### src/rtl/nibble_pkg.sv
// Shared definitions for the nibble link: element/word geometry and
// serializer FSM states.
package nibble_pkg;

  localparam int unsigned NIB_WIDTH = 4;
  localparam int unsigned NIB_DEPTH = 4;
  localparam int unsigned NIB_CNT_W = $clog2(NIB_DEPTH);

  typedef enum logic {
    IDLE  = 1'b0,
    SHIFT = 1'b1
  } state_e;

endpackage

### src/rtl/nibble_serializer.sv
// Parallel-in, serial-out word serializer: captures DEPTH elements in one
// handshake and streams them element 0 first over valid/ready.
module nibble_serializer
  import nibble_pkg::*;
#(
  parameter int unsigned WIDTH = NIB_WIDTH,
  parameter int unsigned DEPTH = NIB_DEPTH
) (
  input  logic                   clk,
  input  logic                   reset,
  input  logic                   load_valid,
  output logic                   load_ready,
  input  logic [DEPTH*WIDTH-1:0] load_data,
  output logic                   out_valid,
  input  logic                   out_ready,
  output logic [WIDTH-1:0]       out_data,
  output logic                   out_last,
  output logic                   busy
);

  localparam int unsigned CNT_W = $clog2(DEPTH);
  localparam logic [CNT_W-1:0] LAST_CNT = CNT_W'(DEPTH - 1);

  state_e                        state_q, state_d;
  logic [DEPTH-1:0][WIDTH-1:0]   stage_q, stage_d;
  logic [CNT_W-1:0]              count_q, count_d;

  // Next-state: load from IDLE, shift on each beat, reload on the last beat
  // when a producer is waiting so words follow with no bubble.
  always_comb begin
    state_d = state_q;
    stage_d = stage_q;
    count_d = count_q;
    case (state_q)
      IDLE: begin
        if (load_valid) begin
          stage_d = load_data;
          count_d = '0;
          state_d = SHIFT;
        end
      end
      SHIFT: begin
        if (out_ready) begin
          if (count_q == LAST_CNT) begin
            count_d = '0;
            if (load_valid) begin
              stage_d = load_data;
            end else begin
              stage_d = stage_q >> WIDTH;
              state_d = IDLE;
            end
          end else begin
            stage_d = stage_q >> WIDTH;
            count_d = count_q + CNT_W'(1);
          end
        end
      end
      default: state_d = IDLE;
    endcase
  end

  always_ff @(posedge clk or posedge reset) begin
    if (reset) begin
      state_q <= IDLE;
      stage_q <= '0;
      count_q <= '0;
    end else begin
      state_q <= state_d;
      stage_q <= stage_d;
      count_q <= count_d;
    end
  end

  // Outputs come straight off the state/stage/count flops; only load_ready
  // also sees out_ready, to allow the same-cycle handoff.
  assign out_valid  = (state_q == SHIFT);
  assign busy       = (state_q == SHIFT);
  assign out_data   = stage_q[0];
  assign out_last   = (state_q == SHIFT) && (count_q == LAST_CNT);
  assign load_ready = (state_q == IDLE) || (out_last && out_ready);

endmodule

### config.mk
export PLATFORM = sky130hd
export DESIGN_NAME = nibble_serializer
export DESIGN_NICKNAME = d
export VERILOG_FILES = /design/src/rtl/nibble_pkg.sv /design/src/rtl/nibble_serializer.sv
export SDC_FILE = /design/constraint.sdc
export NUM_CORES = 1
export LEC_CHECK = 0
export BUFFER_PORTS_ARGS = -buffer_cell sky130_fd_sc_hd__buf_2
export CAP_MARGIN = 20
export CORE_AREA = 5 5 55 57
export CTS_CLUSTER_DIAMETER = 60
export DETAILED_ROUTE_END_ITERATION = 12
export DIE_AREA = 0 0 60 62
export GPL_TIMING_DRIVEN = 0
export MAX_ROUTING_LAYER = met4
export PLACE_DENSITY_LB_ADDON = 0.2
export SLEW_MARGIN = 20
export SYNTH_ARGS = -nofsm -noshare
export SYNTH_HDL_FRONTEND = slang
export SYNTH_SLANG_ARGS = --single-unit
### constraint.sdc
create_clock -name clk -period 1.9 [get_ports clk]
set_clock_uncertainty 0.15 [all_clocks]
set_input_delay 0.095 -clock clk [delete_from_list [all_inputs] [get_ports clk]]
set_output_delay 0.095 -clock clk [all_outputs]
set_load 0.01 [all_outputs]
Word level (Yosys, flattened, before mapping)
Cells that the tools add are included.
{ "word_totals": {"ff_bits": 19, "inputBits": 20, "output_inout_bits": 8, "wordCells": 28} }
{ "classes": {"add_sub_neg": 1, "n_eq_ne": 3, "mux": 13, "n_bitwise": 1, "reduce_logical": 4} }
{ "op_table": {"columns": ["op", "n"], "rows": [
  ["2-to-1 mux 16 bit", 4],
  ["one-hot mux 16 bit (2 select lines)", 1],
  ["2-to-1 mux 2 bit", 3],
  ["inequality test 2 bit (second input constant)", 2],
  ["one-hot mux 2 bit (2 select lines)", 1],
  ["2-to-1 mux 1 bit", 3],
  ["adder 2 x 1 -> 2 bit (second input constant)", 1],
  ["equality test 2 bit (second input constant)", 1],
  ["logical AND 1 bit", 2],
  ["one-hot mux 1 bit (2 select lines)", 1],
  ["AND reduction 2 bit", 1],
  ["logical OR 1 bit", 1],
  ["NOT 1 bit", 1]
]} }

Depth between registers and ports, before layout
{ "logic_depth": {"ltp_word": 4, "depth_mapped": 5, "ltp_nobuf": 4} }

Worst setup path after synthesis
No wires, ideal clock.
{ "synth_path": {"path_type": "register to register", "startpoint": "register state_q (netlist: busy)", "endpoint": "register stage_q (netlist bit out_data[0])", "setup_time_ps": 73, "t_arrival_ps": 1202, "t_required_ps": 1677, "setup_slack_ps": 475, "path_stages_with_launch": 5, "path_buffers": 1, "synth_period_minus_slack_ps": 1425, "path_cell_list": "dfrtp_1 > mux2i_2 > buf_6 > a21oi_1 > a21oi_2"} }
{ "synth_between": {"elab_chain_cells": 3, "word_cells_on_any_way": 5, "cone_classes": "2 x eq/ne; 1 x mux; 1 x bitwise; 1 x reduce/logical"} }
{ "synth_rtl": {"columns": ["item", "line", "source"], "rows": [
  ["from (decl)", "nibble_serializer.sv:24", "state_e state_q, state_d;"],
  ["from (signal assigned)", "nibble_serializer.sv:68", "state_q <= state_d;"],
  ["NOT 1 bit", null, null],
  ["inequality test 2 bit (no line)", null, null],
  ["AND reduction 2 bit (no line)", null, null],
  ["to (signal assigned)", "nibble_serializer.sv:69", "stage_q <= stage_d;"],
  ["to (decl)", "nibble_serializer.sv:25", "logic [DEPTH-1:0][WIDTH-1:0] stage_q, stage_d;"]
]} }
Parallel ways exist; a longest one is shown, timed or not.
A chain may end at the register's enable or synchronous reset.

Worst setup path after layout
{ "layout_path": {"startpoint": "register count_q[0]", "endpoint": "register state_q (netlist: busy)"} }
{ "layout_between": {"elab_chain_cells": 4} }
{ "layout_rtl": {"columns": ["item", "line", "source"], "rows": [
  ["from (decl)", "nibble_serializer.sv:26", "logic [CNT_W-1:0] count_q, count_d;"],
  ["from (signal assigned)", "nibble_serializer.sv:70", "count_q <= count_d;"],
  ["equality test 2 bit", "nibble_serializer.sv:44", "if (count_q == LAST_CNT) begin"],
  ["2-to-1 mux 1 bit", "nibble_serializer.sv:44", null],
  ["2-to-1 mux 1 bit", "nibble_serializer.sv:43", "if (out_ready) begin"],
  ["one-hot mux 1 bit (2 select lines)", "nibble_serializer.sv:34", "case (state_q)"],
  ["named net state_d", "nibble_serializer.sv:24", null]
]} }
The timed path passes the listed nets, and every way through them passes these cells.

==> flow_metrics.env <==
export IMPL_run_status="completed"
export IMPL_maxCapViolations=0
export IMPL_totalWireLength_um=2410
export IMPL_clock_insertion_delay_worst_skew_ns=0.30
export IMPL_clockPowerShare=0.138
export IMPL_grt_antenna_before_repair=0
export IMPL_clock_path_buffers=2
export IMPL_crit_required_ns=1.95
export IMPL_coreArea_mm2=0.00243
export IMPL_critical_path_class="reg -> reg"
export IMPL_crit_arrival_ns=1.77
export IMPL_die_w_um=60
export IMPL_worst_hold_slack_ns=0.295
export IMPL_cp_max_fo=4
export IMPL_timing_final_hold_violations=0
export IMPL_floorplan_die_area_mm2=0.00372
export IMPL_synth_adder_area_share=0.0238
export IMPL_initial_core_util=0.433
export IMPL_port_buffers=25
export IMPL_ir_drop_uv=540
export IMPL_drtIter0Drc=9
export IMPL_ctsResizeCount=0
export IMPL_floorplan_die_height_um=62
export IMPL_synth_ff_latch_count=19
export IMPL_postSynthNetCount=129
export IMPL_sequentialPowerShare=0.420
export IMPL_synth_enable_flop_cells=0
export IMPL_final_min_period_over_clock_period=0.907
export IMPL_main_combinational_cell_family_by_area_after_synthesis="compound AO/OA/AOI/OAI gates"
export IMPL_layout_area_overhead_vs_synth_pct=37.9
export IMPL_synthSimpleGateAreaFrac=0.140
export IMPL_p_total_w=0.00151
export IMPL_worstHoldPathType="in -> async"
export IMPL_antenna_diode_count=0
export IMPL_synth_top_cell_by_area="sky130_fd_sc_hd__dfrtp_1"
export IMPL_crit_path_start_kind="flop"
export IMPL_synth_cells_most_frequent="sky130_fd_sc_hd__dfrtp_1 (19), sky130_fd_sc_hd__nand2_1 (19), sky130_fd_sc_hd__a21oi_2 (14)"
export IMPL_power_combinational_fraction=0.441
export IMPL_fraction_of_the_mapped_netlist_area_in_compound_gates=0.243
export IMPL_clkTransAtPathRegs_ns=0.11
export IMPL_worstSetupEndpointType="flop"
export IMPL_yosys_area_top_type_share=0.451
export IMPL_timing_final_max_slew_violations=0
export IMPL_netSwitchingFraction=0.357
export IMPL_drc_violations_left=0
export IMPL_post_drt_wl_per_cell_um=12.9
export IMPL_finish_net_count=180
export IMPL_ioPinCount=28
export IMPL_place_detailed_hpwl_um=1650
export IMPL_post_synth_inst_count=107
export IMPL_global_route_overflow_total=0
export IMPL_vias=926
export IMPL_mux_cell_area_share_after_synthesis=0.0428
export IMPL_syn_area_mm2=0.00105
export IMPL_pin_count_of_the_biggest_net_entering_global_routing=20
export IMPL_ys_flop_type="sky130_fd_sc_hd__dfrtp_1"
export IMPL_post_synth_num_cell_types=24
export IMPL_timing_setup_tns_ns=0
export IMPL_number_of_antenna_violating_nets_in_the_routed_design=0
export IMPL_max_slew_worst_pin_slew_ns=0.721
export IMPL_slew_headroom=0.519
export IMPL_vias_in_the_first_global_route=993
export IMPL_synth_top_cells_by_area="sky130_fd_sc_hd__dfrtp_1 (45%), sky130_fd_sc_hd__a21oi_2 (12%), sky130_fd_sc_hd__nand2_1 (6.8%)"
export IMPL_gp_congestion=0.770
export IMPL_cell_row_count=18
export IMPL_syn_mean_instance_area_um2=9.85
export IMPL_p_int_w=0.000970
export IMPL_yosys_area_share_xor_xnor=0
export IMPL_setup_viol_count_final=0
export IMPL_htreeDepth=1
export IMPL_drt_vias_per_instance=4.95
export IMPL_net_switching_power_w=0.000539
export IMPL_synth_async_sr_flop_share=1.00
export IMPL_cts_made_buffers=3
export IMPL_yosys_warnings=0
export IMPL_root_cell_of_the_clock_tree="sky130_fd_sc_hd__clkbuf_4"
export IMPL_tritoncts="yes"
export IMPL_finalWorstPathRequiredPeriod_ns=1.72
export IMPL_globalRouteTotalUtil=0.152
export IMPL_fmax_mhz=581
export IMPL_power_density_mw_per_mm2=1040
export IMPL_yosysSeqAreaShare=0.451
export IMPL_static_leakage_power_nw=0.657
export IMPL_drtPass1Iterations=4
export IMPL_grt_pass1_wl_um=4050
export IMPL_drive_above_1_share=0.369
export IMPL_rsz_0062_raised_after_global_routing="false"
export IMPL_cts_sink_count=19
## power by group through the flow
stage	registers, W	clock network, W	logic [W]
CTS	0.000636	0.000213	0.000675
global route	0.000652	0.000240	0.000736
finish	0.000634	0.000209	0.000666
global placement	0.000635	0	0.000616
detailed placement	0.000646	0	0.000637
floorplan	0.000624	0	0.000486
## critical path, stage by stage, from the launching register on
cell and delay [ns]:
sky130_fd_sc_hd__dfrtp_1 0.41, sky130_fd_sc_hd__ha_1 0.30, sky130_fd_sc_hd__nand2_1 0.08, sky130_fd_sc_hd__nand2_1 0.09, sky130_fd_sc_hd__nand2b_1 0.05, sky130_fd_sc_hd__dlygate4sd3_1 0.54
## kinds of logic (layout without fill, tap and decap cells)
logic type / count (synthesis) / count (layout)
flops: 19 / 19
compound gates: 33 / 33
buf+inv: 13 / 63
mux: 4 / 4
simple gates: 36 / 36
fa+ha+maj: 2 / 2
## through the flow
step,util,std cells,cell area (um^2),setup slack [ns]
after CTS,0.597,187,1450,0.138
after global placement,0.500,162,1220,0.380
after detailed placement,0.500,162,1220,0.323
final,0.597,187,1450,0.177
after floorplan,-,107,1050,0.475
after global routing,0.597,187,1450,0.0391
## sequential cells by signal, indices dropped and copies added (netlist names)
name	cells
count_q	2
busy	1
out_data	4
stage_q	12
## cell type report
cell class	instances	area, um^2
Clock buffer	4	26.3
Inverter	1	3.75
Multi-Input combinational cell	75	474
Buffer	12	100
Sequential cell	19	475
Fill cell	229	980
Timing Repair Buffer	46	335
Tap cell	30	37.5
## routing by layer
metal	up-vias	wire (um)	track usage	part of all wire
met5	-	0	-	0
met4	0	34	0.0570	0.014
met3	5	129	0.0310	0.054
met2	22	1210	0.279	0.50
met1	436	1030	0.161	0.43
li1	463	-	-	-
## placed cells by master, fill, tap and decap left out
| cell type | n |
|---|---|
| sky130_fd_sc_hd__nor2b_1 | 1 |
| sky130_fd_sc_hd__ha_1 | 2 |
| sky130_fd_sc_hd__buf_6 | 4 |
| sky130_fd_sc_hd__inv_1 | 1 |
| sky130_fd_sc_hd__mux2_2 | 1 |
| sky130_fd_sc_hd__nand2_1 | 19 |
| sky130_fd_sc_hd__a21oi_1 | 10 |
| sky130_fd_sc_hd__dlygate4sd3_1 | 21 |
| sky130_fd_sc_hd__a21boi_0 | 1 |
| sky130_fd_sc_hd__mux2i_2 | 1 |
| sky130_fd_sc_hd__clkbuf_4 | 3 |
| sky130_fd_sc_hd__o211ai_1 | 2 |
| sky130_fd_sc_hd__clkbuf_1 | 1 |
| sky130_fd_sc_hd__a21oi_2 | 14 |
| sky130_fd_sc_hd__mux2i_1 | 2 |
| sky130_fd_sc_hd__nor2_1 | 12 |
| sky130_fd_sc_hd__a22o_1 | 2 |
| sky130_fd_sc_hd__buf_2 | 27 |
| sky130_fd_sc_hd__nand4_1 | 2 |
| sky130_fd_sc_hd__buf_4 | 6 |
| sky130_fd_sc_hd__a32o_1 | 1 |
| sky130_fd_sc_hd__nand2b_1 | 1 |
| sky130_fd_sc_hd__o21ai_0 | 1 |
| sky130_fd_sc_hd__a21bo_2 | 1 |
| sky130_fd_sc_hd__a21boi_4 | 1 |
| sky130_fd_sc_hd__dfrtp_1 | 19 |
| sky130_fd_sc_hd__and2_1 | 1 |
## repair_timing
item / CTS / global route
buffers inserted: 0 / 0
endpoints found under the hold margin: 38 / 0
hold buffers: 21 / 0
## path summary, 6_finish.rpt
kind | startpoint | to | slack [ns] | depth (start not counted)
max | count_q[0] | busy | 0.18 | 5
min | reset | stage_q[14] | 0.30 | 3
max reg2reg | count_q[0] | busy | 0.18 | 5
min reg2reg | stage_q[13] | stage_q[13] | 0.37 | 1
max in group asynchronous | reset | stage_q[4] | 0.85 | 3
min in group clk | stage_q[13] | stage_q[13] | 0.37 | 1
No activity file was read; power rests on OpenSTA's default activity.
